`src/rtl/bpsk_tx_pkg.sv`:
```
// Shared constants and types for the BPSK transmit modulator.
package bpsk_tx_pkg;
  localparam int DEF_ACC_W  = 28;
  localparam int DEF_OUT_W  = 16;
  localparam int DEF_LUT_AW = 8;

  // Half a turn in DDS phase units; adding it flips the carrier polarity.
  localparam logic [DEF_ACC_W-1:0] PI_OFS = {1'b1, {(DEF_ACC_W-1){1'b0}}};

  typedef enum logic {IDLE, RUN} state_t;
endpackage

```
`src/rtl/bpsk_carrier_tx_if.sv`:
```
// Symbol-bit valid/ready handshake into the modulator.
interface bpsk_carrier_tx_if;
  logic sym_valid;
  logic sym_ready;
  logic sym_bit;

  modport master (output sym_valid, output sym_bit, input sym_ready);
  modport slave  (input sym_valid, input sym_bit, output sym_ready);
endinterface

```
`src/rtl/sine_qlut.sv`:
```
// Registered quarter-wave sine ROM: folded index + sign in, signed sample out.
module sine_qlut #(
  parameter int OUT_W  = 16,
  parameter int LUT_AW = 8
) (
  input  logic                    clk,
  input  logic                    reset,
  input  logic                    vld,
  input  logic [LUT_AW-1:0]       addr,
  input  logic                    neg,
  output logic signed [OUT_W-1:0] y
);
  localparam int MAG_W = OUT_W - 1;
  localparam int DEPTH = 2 ** LUT_AW;
  localparam int AMP   = 2 ** (OUT_W - 1) - 1;

  // Half-bin offset keeps every entry nonzero and below full scale, so negation is safe.
  function automatic int qsin(input int i);
    real x, t, s;
    x = 3.14159265358979323846 / 2.0 * ($itor(i) + 0.5) / $itor(DEPTH);
    t = x;
    s = x;
    for (int k = 1; k < 10; k++) begin
      t = -t * x * x / $itor((2 * k) * (2 * k + 1));
      s = s + t;
    end
    return $rtoi($itor(AMP) * s + 0.5);
  endfunction

  logic [MAG_W-1:0] rom [DEPTH];

  for (genvar i = 0; i < DEPTH; i++) begin : g_rom
    localparam int V = qsin(i);
    assign rom[i] = MAG_W'(V);
  end

  logic [MAG_W-1:0] mag;
  assign mag = rom[addr];

  always_ff @(posedge clk or negedge reset) begin
    if (!reset)    y <= '0;
    else if (!vld) y <= '0;
    else if (neg)  y <= -$signed({1'b0, mag});
    else           y <= $signed({1'b0, mag});
  end
endmodule

```
`src/rtl/bpsk_carrier_tx.sv`:
```
// BPSK carrier modulator: free-running DDS, symbol FSM, two-stage sine pipeline.
// Optional differential encoding when DIFF_ENC_EN is defined.
module bpsk_carrier_tx import bpsk_tx_pkg::*; #(
  parameter int ACC_W  = DEF_ACC_W,
  parameter int OUT_W  = DEF_OUT_W,
  parameter int SPS    = 16,
  parameter int LUT_AW = DEF_LUT_AW
) (
  input  logic                    clk,
  input  logic                    reset,
  input  logic                    en,
  input  logic [ACC_W-1:0]        fcw,
  bpsk_carrier_tx_if.slave        sym,
  output logic signed [OUT_W-1:0] y,
  output logic                    y_valid,
  output logic                    underrun,
  output logic                    busy
);
  localparam int CW     = $clog2(SPS);
  localparam int PH_W   = LUT_AW + 2;
  localparam int STAGES = 2;
  localparam logic [CW-1:0] LAST = CW'(SPS - 1);

  state_t              state;
  logic [CW-1:0]       cnt;
  logic [ACC_W-1:0]    acc;
  logic [PH_W-1:0]     acc_d;
  logic                tx_bit, nxt_bit, hs;
  logic [STAGES:0]     vld_pipe;
  logic [PH_W-1:0]     ph;
  logic [LUT_AW-1:0]   s1_idx;
  logic                s1_neg;

  assign sym.sym_ready = en & ((state == IDLE) | (cnt == LAST));
  assign hs            = sym.sym_valid & sym.sym_ready;
  assign busy          = vld_pipe[0];
  assign y_valid       = vld_pipe[STAGES];

`ifdef DIFF_ENC_EN
  // tx_bit doubles as the previous encoded bit; only reset clears it.
  assign nxt_bit = tx_bit ^ sym.sym_bit;
`else
  assign nxt_bit = sym.sym_bit;
`endif

  // acc_d lags acc by one clock so a symbol's first sample uses the handshake-cycle phase.
  always_ff @(posedge clk or negedge reset) begin
    if (!reset) begin
      acc   <= '0;
      acc_d <= '0;
    end else begin
      acc_d <= acc[ACC_W-1 -: PH_W];
      if (en) acc <= acc + fcw;
    end
  end

  // vld_pipe[0] is the registered RUN flag; higher bits track it through S1 and S2.
  always_ff @(posedge clk or negedge reset) begin
    if (!reset) begin
      state    <= IDLE;
      cnt      <= '0;
      tx_bit   <= 1'b0;
      underrun <= 1'b0;
      vld_pipe <= '0;
    end else begin
      underrun               <= 1'b0;
      vld_pipe[STAGES:1]     <= vld_pipe[STAGES-1:0];
      if (!en) begin
        state       <= IDLE;
        vld_pipe[0] <= 1'b0;
      end else begin
        case (state)
          IDLE: if (hs) begin
            tx_bit      <= nxt_bit;
            cnt         <= '0;
            state       <= RUN;
            vld_pipe[0] <= 1'b1;
          end
          RUN: begin
            if (cnt != LAST) begin
              cnt <= cnt + CW'(1);
            end else if (hs) begin
              tx_bit <= nxt_bit;
              cnt    <= '0;
            end else begin
              state       <= IDLE;
              vld_pipe[0] <= 1'b0;
              underrun    <= 1'b1;
            end
          end
          default: state <= IDLE;
        endcase
      end
    end
  end

  // Only the top PH_W phase bits matter; a pi offset just flips the MSB.
  assign ph = acc_d + (tx_bit ? PI_OFS[DEF_ACC_W-1 -: PH_W] : '0);

  always_ff @(posedge clk or negedge reset) begin
    if (!reset) begin
      s1_idx <= '0;
      s1_neg <= 1'b0;
    end else begin
      s1_idx <= ph[PH_W-2] ? ~ph[PH_W-3 -: LUT_AW] : ph[PH_W-3 -: LUT_AW];
      s1_neg <= ph[PH_W-1];
    end
  end

  sine_qlut #(.OUT_W(OUT_W), .LUT_AW(LUT_AW)) u_lut (
    .clk   (clk),
    .reset (reset),
    .vld   (vld_pipe[1]),
    .addr  (s1_idx),
    .neg   (s1_neg),
    .y     (y)
  );
endmodule

```
`src/flat_wrapper.sv`:
```
// flat-port wrapper written by rule: the top's interface ports become plain ports
module bpsk_carrier_tx_flat import bpsk_tx_pkg::*;
#(
  parameter int ACC_W  = DEF_ACC_W,
  parameter int OUT_W  = DEF_OUT_W,
  parameter int SPS    = 16,
  parameter int LUT_AW = DEF_LUT_AW
)
  (clk, reset, en, fcw, y, y_valid, underrun, busy, sym_sym_valid, sym_sym_bit, sym_sym_ready);
  bpsk_carrier_tx_if sym_i ();
  input  logic clk;
  input  logic reset;
  input  logic en;
  input  logic [ACC_W-1:0] fcw;
  output logic signed [OUT_W-1:0] y;
  output logic y_valid;
  output logic underrun;
  output logic busy;
  input wire logic [$bits(sym_i.sym_valid)-1:0] sym_sym_valid;
  input wire logic [$bits(sym_i.sym_bit)-1:0] sym_sym_bit;
  output wire logic [$bits(sym_i.sym_ready)-1:0] sym_sym_ready;
  assign sym_i.sym_valid = sym_sym_valid;
  assign sym_i.sym_bit = sym_sym_bit;
  assign sym_sym_ready = sym_i.sym_ready;
  bpsk_carrier_tx #(.ACC_W(ACC_W), .OUT_W(OUT_W), .SPS(SPS), .LUT_AW(LUT_AW)) u_core (.clk(clk), .reset(reset), .en(en), .fcw(fcw), .sym(sym_i), .y(y), .y_valid(y_valid), .underrun(underrun), .busy(busy));
endmodule
```
`config.mk`:
```
export PLATFORM = sky130hd
export DESIGN_NAME = bpsk_carrier_tx_flat
export DESIGN_NICKNAME = d
export VERILOG_FILES = /design/src/rtl/bpsk_tx_pkg.sv /design/src/rtl/bpsk_carrier_tx_if.sv /design/src/rtl/sine_qlut.sv /design/src/rtl/bpsk_carrier_tx.sv /design/src/flat_wrapper.sv
export SDC_FILE = /design/constraint.sdc
export NUM_CORES = 1
export LEC_CHECK = 0
export CELL_PAD_IN_SITES_DETAIL_PLACEMENT = 1
export CELL_PAD_IN_SITES_GLOBAL_PLACEMENT = 1
export CORE_UTILIZATION = 40
export DETAILED_ROUTE_END_ITERATION = 6
export PLACE_DENSITY_LB_ADDON = 0.1
export SETUP_SLACK_MARGIN = 0.05
export SLEW_MARGIN = 15
export SYNTH_ARGS = -nofsm -noshare
export SYNTH_HDL_FRONTEND = slang
export SYNTH_SLANG_ARGS = --single-unit
```
`constraint.sdc`:
```
create_clock -name clk -period 4.9 [get_ports clk]
set_clock_uncertainty 0.15 [all_clocks]
set_input_delay 0.49 -clock clk [delete_from_list [all_inputs] [get_ports clk]]
set_output_delay 0.49 -clock clk [all_outputs]
set_load 0.01 [all_outputs]
```
# Word-level counts from Yosys, hierarchy flattened
# Memory sizes are Yosys's and may differ from the RTL's.
# Cells that the tools add are included.
# classes
addsub	4
magnitude_cmp	1
n_eq_ne	6
muxes	25
bitwise_logic	6
n_reduce_logical	2
# op_table
cell	count
2-to-1 mux 16 bit	2
2-to-1 mux 15 bit	2
adder 28 bit	1
negator 15 -> 16 bit	1
2-to-1 mux 1 bit	13
adder 10 bit	1
2-to-1 mux 10 bit	1
>= comparator 9 bit, second input constant	1
inverter 8 -> 9 bit	1
2-to-1 mux 4 bit	2
2-to-1 mux 8 bit	1
inverter 8 bit	1
case mux 4 bit (2 select lines)	1
!= test 3 bit, second input constant	2
case mux 1 bit (2 select lines)	3
adder 4 x 1 -> 4 bit, second input constant	1
== test 4 bit, second input constant	1
!= test 4 bit, second input constant	1
!= test 3 x 2 -> 1 bit, second input constant	1
AND reduction 3 bit	1
AND 1 bit	2
!= test 2 bit, second input constant	1
AND reduction 2 bit	1
inverter 1 bit	1
bitwise OR 1 bit	1
# totals
regBits	73
mem_bits_ro	3840
output_inout_bits	20
elab_cells	56
n_memories	1
# mem_list
name	depth	width	read_ports	rd_ports_with_merged_regs	wr	line_no	source
(no name shown)	256	15	1	0	0	sine_qlut.sv:38	assign mag = rom[addr];

# Logic depth before layout (Yosys ltp)
# Gate-level depths: netlist (run 1).
# depth
ltp_word	8
depth_mapped	16

# Hierarchy
# A second synthesis (run 1) with hierarchy kept.
# unflattened
cells_unflattened	1063
area_unflattened_um2	8408.1
# modules_own_cells
mod	instances	cells_each	area_each_um2	seq_area_each_um2
sine_qlut	1	732	4982.3	400.4
bpsk_carrier_tx	1	331	3425.8	1426.4

# Least setup slack after synthesis (run 1)
# Ideal clock, no wire load.
# synth_path
path_kind	register to register
startpoint	reg u_core.s1_idx[0]
endpoint	reg u_core.u_lut.y[13]
setup_time_ns	0.126
arrival_ns	3.759
path_slack_ns	0.864
stages_incl_launch_ff	14
path_buffers	3
synth_period_minus_slack_ns	4.036
cell_sequence	dfrtp_1 clkbuf_1 clkbuf_1 inv_1 ha_1 clkbuf_1 and2b_2 nor2_1 mux4_2 a211oi_2 o32ai_2 nor4_4 nand3_1 a311o_1
# synth_between
elab_chain_cells	7
# synth_rtl
item	line_no	source
start, declared	bpsk_carrier_tx.sv:31	logic [LUT_AW-1:0] s1_idx;
start signal, assigned	bpsk_carrier_tx.sv:105	s1_idx <= ph[PH_W-2] ? ~ph[PH_W-3 -: LUT_AW] : ph[PH_W-3 -: LUT_AW];
inverter 8 -> 9 bit (implied by the code) *	sine_qlut.sv:38	
memory (256 x 15 bit) *	--	
2-to-1 mux 15 bit (implied by the code) * (2 in a row)	sine_qlut.sv:38	
negator 15 -> 16 bit	sine_qlut.sv:43	else if (neg) y <= -$signed({1'b0, mag});
2-to-1 mux 16 bit *	sine_qlut.sv:43	
2-to-1 mux 16 bit *	sine_qlut.sv:42	else if (!vld) y <= '0;
end signal, assigned	sine_qlut.sv:43	
end signal, assigned	sine_qlut.sv:44	else y <= $signed({1'b0, mag});
end, declared	sine_qlut.sv:11	output logic signed [OUT_W-1:0] y
# Mark *: on every way between the ends. The rest lies on a longest branch, timed or not. The select of a mux whose other input is x is not followed.
# A chain may end at the register's enable or synchronous reset.

# Final worst setup path (run 1)
# layout_path
startpoint	reg u_core.s1_idx[0]
endpoint	reg u_core.u_lut.y[12]
# Same word-level chain as after synthesis.

==> metrics.cfg, run 1 <==
[status]
status = completed

[synth]
synth_edf_count = 0
synthArstFlopShare_pct = 100
synth_area_leader_cell = dfrtp_1
yosysWarningCount = 0
synthDistinctLibCells = 86
synth.top_cell.area_share_pct = 21.4
ys_seq_area_share_pct = 21.4
synthMostInstantiatedCell = nor2_1
avgSynthCellArea_sq_um = 7.84
synth_compound_area_share_pct = 32.5
synthTopCellsByArea = dfrtp_1 21%, ha_1 7.0%, a21oi_1 4.9%
synthSimpleGateAreaFrac_pct = 22.2
synth_common_cells = 89 x nor2_1, 83 x a21oi_1, 81 x nand2_1
synth_area_sq_um = 8550
synth_top_family_by_area = compound AO/OA/AOI/OAI gates
synthMuxAreaShare_pct = 5.27
ys_ff_latch = 73
syn_nets = 1172
netlist_instances = 1090
synthAdderAreaFrac_pct = 7.26
synth_top_flop_cell = dfrtp_1
synth-xor-area-share_pct = 4.39

[final_layout]
diodes = 0
area_delta_synth_final_pct = 11.1
final_area_sq_um = 9500
nets = 1172
drive_gt1_share_pct = 9.77
final_cells = 1370

[drt]
postRouteWirelength_um = 36000
first_pass_iters = 7
via_per_inst = 6.76
detail-route-antenna-nets = 0
num_vias = 9264
wl_per_cell_um = 26.3
drc = 0
drt_iter0_markers = 886

[timing]
period_share_pct = 87.2
fmax_ghz = 0.234
layout_min_cycle_time_ns = 4.28
maxSlewHeadroom_pct = 35.4
worst_pin_slew_ns = 0.965
rsz0062_at_grt = false
setup-tns-final_ns = 0
setup_ws_ns = 0.625
finalSetupViolations = 0
finalHoldViolations = 0
drv_slew = 0

[flow_run]
cap_violations = 0

[setup_path]
crit_path_max_fanout = 15
endpoint_kind = register
cp.buffers_inverters = 0
crit_required_ns = 4.97
cpPeakStageDelay_ns = 0.79
crit_chain = ha_1, nor2_1, nor3_1, o31ai_1, a21oi_1, a211oi_1, mux2i_1, ha_1, a41oi_1, xnor2_1, nor2_1
critical_path_arrival_ns = 4.34
cpLargestDelayFamily = compound AO/OA/AOI/OAI gates
start_kind = register
criticalPathCategory = register to register
worst_path_max_delay_cell = nor2_1

[clock_tree]
post_cts_buffers = 0
numCtsBuffers = 9
postCtsHoldBufs = 1
clockBufferDepth = 2
clkTransAtPathRegs_ns = 0.07
cts_tree = done
cts_sinks = 73
cts_root_buffer = clkbuf_16
clock_latency_ns = 0.35
htree_levels = 3
cts_resized = 0

[hold_path]
hp-class = register to register

[place]
placed_cells = 1353
hpwl_um = 25800
placed_area_sq_um = 9180
io_buffers = 52
place.gp.congestion = 1.02
pre_cts_slack_ns = 0.749

[grt]
grt_pass1_vias = 9058
grt_usage_pct = 33.1
grt_max_degree = 104
grt_pass1_wl_um = 55100
antenna_found_initial = 0
overflow = 0

[die]
coreArea_sq_um = 21000
row_count = 53
dieArea_sq_um = 22000
start_util_pct = 40.7
die_w_um = 148
die_h_um = 148
ioPinCount = 53

cells in the final DEF, fill, tap and decap left out, types with 10 or more instances in the layout:
cell	n
o31ai_1	16
a21o_1	13
mux2_2	20
a31oi_1	15
nand2b_1	38
dfrtp_1	70
clkdlybuf4s50_1	51
nor2b_1	32
nand3_1	30
xor2_1	17
inv_1	20
nor3_1	34
o21ai_0	78
nor2_1	89
buf_4	30
a311oi_1	25
o211ai_1	14
a211oi_1	29
ha_1	48
nand2_1	81
a21oi_1	83
and2_1	10
xnor2_1	24
or2_2	10
final timing paths:
path / slack, ns / cells after the start / end / from
min: 0.26 / 0 / u_core.acc_d[9]$_DFF_PN0_ / u_core.acc[27]$_DFFE_PN0P_
max: 0.62 / 11 / u_core.u_lut.y[12]$_DFF_PN0_ / u_core.s1_idx[0]$_DFF_PN0_
min in group asynchronous: 0.49 / 2 / u_core.u_lut.y[2]$_DFF_PN0_ / reset
max in group asynchronous: 3.16 / 3 / u_core.s1_idx[2]$_DFF_PN0_ / reset
min reg2reg: 0.26 / 0 / u_core.acc_d[9]$_DFF_PN0_ / u_core.acc[27]$_DFFE_PN0P_
max reg2reg: 0.62 / 11 / u_core.u_lut.y[12]$_DFF_PN0_ / u_core.s1_idx[0]$_DFF_PN0_
registers in the layout (all words and copies together), names as in the netlist:
signal,count
u_core.u_lut.y,16
u_core.acc_d,10
u_core.tx_bit,1
u_core.s1_neg,1
u_core.acc,28
u_core.s1_idx,8
u_core.underrun,1
u_core.cnt,4
u_core.vld_pipe,3
u_core.state,1
routing by layer:
| layer | part of all wire, % | vias up | GRT usage, % | routed length (um) |
|---|---|---|---|---|
| met5 | 0 | - | 0 | 0 |
| met4 | 4.8 | 0 | 16.9 | 1720 |
| met3 | 9.9 | 117 | 6.96 | 3560 |
| met2 | 45 | 532 | 51.0 | 16100 |
| met1 | 41 | 4509 | 43.8 | 14700 |
| li1 | - | 4106 | - | - |
cell families (layout without fill, tap and decap cells):
kind of cell	after synthesis	count (layout)
AO/OA/AOI/OAI	400	400
AND/OR/NAND/NOR	372	372
buffers and inverters	119	124
flip-flops	73	73
adder cells (fa/ha/maj)	49	49
XOR/XNOR	42	42
multiplexers	35	35
layout make-up:
class / instances / area [sq um]
clock inverter: 7 / 83.8
fill: 2561 / 11500
timing repair buffer: 85 / 806
sequential: 73 / 1840
inverter: 23 / 86.3
multi-input combinational: 898 / 6120
tap: 275 / 344
clock buffer: 9 / 225
metrics by stage:
| stage | hold WS [ns] | utilization (%) |
|---|---|---|
| 6_report | 0.259 | 45.2 |
| 5_1_grt | 0.273 | 45.2 |
| 4_1_cts | 0.265 | 45.2 |
| 3_5_place_dp | 0.247 | 43.7 |
| 3_3_place_gp | 0.235 | 43.7 |
| 2_1_floorplan | 0.0444 | - |
Power of run 1 is left out: the tool's default activity adds up to more than one toggle a clock period on the data nets, which glitch-free logic cannot reach.
==> run 2, diff against run 1 <==
Settings changed: CTS_CLUSTER_SIZE set to 16, GPL_ROUTABILITY_DRIVEN set to 0, SKIP_CTS_REPAIR_TIMING set to 1.
==> metrics.cfg, run 2 (synthesized netlist as in run 1, its figures left out) <==
[final_layout]
fill_cells = 2569  ; +0.31%
largest_registers = u_core.acc x28, u_core.u_lut.y x16, u_core.acc_d x10
mostFrequentLayoutCell = nor2_1
final_area_sq_um = 9490  ; -0.13%
nets = 1174  ; +0.17%
largest_register_ffs = 28  ; unchanged
area_delta_synth_final_pct = 11.0
diodes = 0  ; unchanged
drive_gt1_share_pct = 10.0  ; +0.26 points
mostFrequentLayoutCells = 89 x nor2_1, 83 x a21oi_1, 81 x nand2_1
regMostFlops = u_core.acc

[drt]
postRouteWirelength_um = 35400  ; -1.8%
drc = 0  ; unchanged
first_pass_iters = 5  ; -2
drt_iter0_markers = 1029  ; +16%
via_per_inst = 6.78  ; +0.34%
num_vias = 9309  ; +0.49%
detail-route-antenna-nets = 0  ; unchanged
wl_per_cell_um = 25.8  ; -1.9%

[timing]
maxSlewHeadroom_pct = 45.3  ; +9.9 points
layout_min_cycle_time_ns = 4.13  ; -0.145 ns
period_share_pct = 84.3  ; -3.0 points
fmax_ghz = 0.242  ; +3.5%
rsz0062_at_grt = false
finalHoldViolations = 0  ; unchanged
setup-tns-final_ns = 0  ; unchanged
finalSetupViolations = 0  ; unchanged
drv_slew = 0  ; unchanged
worst_pin_slew_ns = 0.819  ; -0.146 ns
fin_worst_hold_slack_ns = 0.0147  ; -0.244 ns

[clock_tree]
cts_tree = done
clock_latency_ns = 0.36  ; about the same
numCtsBuffers = 9  ; unchanged
clkTransAtPathRegs_ns = 0.07  ; about the same
htree_levels = 3  ; unchanged
cts_sinks = 73  ; unchanged
cts_root_buffer = clkbuf_16
clockBufferDepth = 2  ; unchanged

[grt]
antenna_found_initial = 1  ; +1
overflow = 0  ; unchanged
grt_pass1_vias = 9153  ; +1.0%
grt_pass1_wl_um = 54400  ; -1.4%
grt_usage_pct = 32.7  ; -0.47 points
grt_max_degree = 72  ; -31%

[setup_path]
rr_startpoint = u_core.s1_idx[1]$_DFF_PN0_
start_kind = register
crit_required_ns = 4.99  ; +0.02 ns
worst_path_max_delay_cell = nor2_1
criticalPathCategory = register to register
startpoint = u_core.s1_idx[1]$_DFF_PN0_
ff2ff_path_depth = 10  ; -1
critical_path_arrival_ns = 4.22  ; -0.12 ns
crit_chain = buf_4, ha_1, nor2_1, a221o_1, nand2_1, a311o_1, a32o_1, nor4_4, nand3_1, a311o_1
path_common_cell = a311o_1
reg2reg_slack_ns = 0.77  ; +0.15 ns
cpPeakStageDelay_ns = 0.70  ; -0.09 ns
endpoint_kind = register
crit_path_max_fanout = 15  ; unchanged

[status]
status = completed

[die]
start_util_pct = 40.7  ; unchanged
row_count = 53  ; unchanged
die_w_um = 148  ; unchanged
dieArea_sq_um = 22000  ; unchanged
ioPinCount = 53  ; unchanged
die_h_um = 148  ; unchanged
coreArea_sq_um = 21000  ; unchanged

[place]
hpwl_um = 25400  ; -1.9%
io_buffers = 52  ; unchanged
placed_area_sq_um = 9180  ; about the same

[flow_run]
cap_violations = 0  ; unchanged

[hold_path]
hp-class = input port to async pin

run 2: metrics by stage:
step                utilization, %  worst slack (ns)  std cells
floorplan                        -             0.864       1090
global placement              43.7             0.958       1356
detailed placement            43.7             0.850       1356
CTS                           45.1             0.899       1372
global route                  45.1             0.658       1372
finish                        45.1             0.770       1372
run 2: final timing paths:
path / end
max: u_core.u_lut.y[13]$_DFF_PN0_
min: u_core.u_lut.y[7]$_DFF_PN0_
max reg2reg: u_core.u_lut.y[13]$_DFF_PN0_
min reg2reg: u_core.acc_d[9]$_DFF_PN0_
max in group asynchronous: u_core.s1_idx[2]$_DFF_PN0_
min in group clk: u_core.acc_d[9]$_DFF_PN0_
run 2: worst max-delay path, delay by kind of cell (launching register included):
kind,cells,cell delay [ns]
AOI/OAI and AO/OA,4,1.32
and+or+nand+nor,4,1.52
DFF,1,0.40
buffers and inverters,1,0.19
adders and majority gates,1,0.43
run 2: routing by layer:
metal | global-route usage, % | wire length [um] | part of all wire (%)
met1 | 42.8 | 14500 | 41
met2 | 49.3 | 15500 | 44
met3 | 7.39 | 3410 | 9.6
met4 | 18.7 | 1960 | 5.5
met5 | 0 | 0 | 0
run 2: area by class of cell:
class / instances / area, sq um / area share [%]
clock buffer: 9 / 225 / 2.37
clock inverter: 7 / 83.8 / 0.883
inverter: 23 / 86.3 / 0.910
multi-input combinational: 898 / 6120 / 64.5
sequential: 73 / 1840 / 19.3
tap: 275 / 344 / 3.63
timing repair buffer: 87 / 793 / 8.36
Power of run 2 is left out for the same reason.
==> RTL change, RTL diff (flow settings as in run 2) <==
`SPS` is set to 16 in 2 places; all go to 32.
--- a/src/rtl/bpsk_carrier_tx.sv
+++ b/src/rtl/bpsk_carrier_tx.sv
@@ -4,5 +4,5 @@
   parameter int ACC_W  = DEF_ACC_W,
   parameter int OUT_W  = DEF_OUT_W,
-  parameter int SPS    = 16,
+  parameter int SPS    = 32,
   parameter int LUT_AW = DEF_LUT_AW
 ) (
--- a/src/flat_wrapper.sv
+++ b/src/flat_wrapper.sv
@@ -4,5 +4,5 @@
   parameter int ACC_W  = DEF_ACC_W,
   parameter int OUT_W  = DEF_OUT_W,
-  parameter int SPS    = 16,
+  parameter int SPS    = 32,
   parameter int LUT_AW = DEF_LUT_AW
 )
Check against the original RTL: same outputs for any inputs over 4 cycles, from zero or initial values and one cycle with reset low; that may be too few to reach the edited logic, so the function may still have changed.
==> RTL change against run 2 <==
Synthesized area up 1.4%; sequential cell count up 1; sequential share of layout area about the same; critical path depth up 2; cell area up 1.5%; worst setup slack worse by 160 ps; routed wire length about the same; largest cell class unchanged.
Power is left out: the tool's default activity adds up to more than one toggle a clock period on the data nets, which glitch-free logic cannot reach.
==> RTL change: results (changes against run 2) <==
Die Wd: 149.2 um (was 148.2 um)
Seq/Total Area, Yosys: 0.2136 (about the same)
Number of fill cells: 2586 (was 2569)
Arr. time, crit path: 4340 ps (was 4220 ps)
Initial DRC count: 866 (was 1029)
CTS clk-pin slew, worst paths: 70 ps (about the same)
CTS buffer count: 9 (unchanged)
Asr flop ratio synth: 1.000 (unchanged)
Synth area leaders: dfrtp_1 (21%), ha_1 (7.1%), nand2_1 (4.5%) (was dfrtp_1 (21%), ha_1 (7.0%), a21oi_1 (4.9%))
Worst setup path endpoint: u_core.u_lut.y[13]$_DFF_PN0_ (unchanged)
Main synth FF type: dfrtp_1 (unchanged)
CP startpoint: u_core.s1_idx[0]$_DFF_PN0_ (was u_core.s1_idx[1]$_DFF_PN0_)
Clock latency on the worst-skew pair: 350 ps
Synth cell types: 86 (unchanged)
Slowest cell on the critical path: a2111oi_0 (was nor2_1)
DR pass1 iterations: 5 (unchanged)
FF-to-FF setup slack: 610 ps (was 770 ps)
Antenna cells: 0 (unchanged)
Max Slew Vio Count: 0 (unchanged)
Final WL: 35.41 mm (was 35.40 mm)
H-tree Lvls: 3 (unchanged)
Max clock buf depth: 2 (unchanged)
Detailed Place HPWL: 25.53 mm (was 25.35 mm)
HP Class: input pin to async pin (unchanged)
Post-synth net total: 1190 (was 1172)
Outcome: completed (unchanged)
Worst rel slew slack: 0.2289 (was 0.4532)
Reg2Reg Depth: 12 (was 10)
Regs by FF count: u_core.acc: 28 flops, u_core.u_lut.y: 16 flops, u_core.acc_d: 10 flops (unchanged)
Share of cells above drive strength 1: 0.1005 (was 0.1003)
Most instantiated cells after synthesis: nand2_1 (105), a21oi_1 (74), dfrtp_1 (74), nor2_1 (74), o21ai_0 (69) (was nor2_1 (89), a21oi_1 (83), nand2_1 (81))
Vias: 9341 (was 9309)
Root Buffer: clkbuf_16 (unchanged)
Vias in the first global route: 9231 (was 9153)
First-pass GRT wire length: 54.96 mm (was 54.38 mm)
Worst hold slack: 28.44 ps (was 14.66 ps)
PortBufs: 52 (unchanged)
Placed cell area: 9323 um2 (was 9181 um2)
Total GRT Usage: 0.3255 (was 0.3267)
Largest net degree at the start of global routing: 75 (was 72)
Antenna violations before repair: 0 (was 1)
Critical path fanouts, max: 10 (was 15)
Crit path largest cell delay: 940 ps (was 700 ps)
Warnings, synthesis: 0 (unchanged)
RTL change: cell count changes in the layout (fill, tap and decap cells not counted), moves of 9 or more:
cell / run 2 / this run
nand4_1: 5 / 14
nand2_1: 81 / 105
a21oi_1: 83 / 74
o311ai_0: 5 / 16
o21ai_0: 78 / 69
nor2_1: 89 / 74
o211ai_1: 14 / 24
RTL change: kinds of logic (layout without fill, tap and decap cells):
kind of cell,after synthesis,count (layout),share of synthesized area
AOI/OAI and AO/OA,382,382,0.3109
xor gates and xnor gates,42,42,0.04243
and+or+nand+nor,385,385,0.2224
adders and majority gates,50,50,0.07303
DFF,74,74,0.2136
muxes,44,44,0.06466
buffers and inverters,130,137,0.07303
RTL change: critical path: cells and delay by family (launching register included):
kind | cells | cell delay (ps)
AOI/OAI and AO/OA | 4 | 1290
adders and majority gates | 1 | 430
buffers and inverters | 2 | 500
DFF | 1 | 450
muxes | 1 | 190
and+or+nand+nor | 4 | 1140
RTL change: final cells by class:
type	instances	area share
clock buffers	9	0.02339
clock inverters	7	0.008575
inverters	31	0.01208
multi-input cells	903	0.6422
flip-flops and latches	74	0.1933
well taps	275	0.03573
repair buffers	90	0.08471
RTL change: metal layers:
metal	wire, um	track usage	vias to the layer above
met5	0	0	-
met2	15380	0.4863	531
met1	14360	0.4271	4496
met3	3525	0.06911	129
li1	-	-	4185
met4	2144	0.2005	0
RTL change: per-stage QoR:
stage | util | setup WS [ps] | std cells
3_5_place_dp | 0.4407 | 730.4 | 1373
4_1_cts | 0.4553 | 736.4 | 1389
6_report | 0.4553 | 611.5 | 1389
3_3_place_gp | 0.4407 | 827.3 | 1373
5_1_grt | 0.4553 | 481.5 | 1389
2_1_floorplan | - | 1413 | 1107
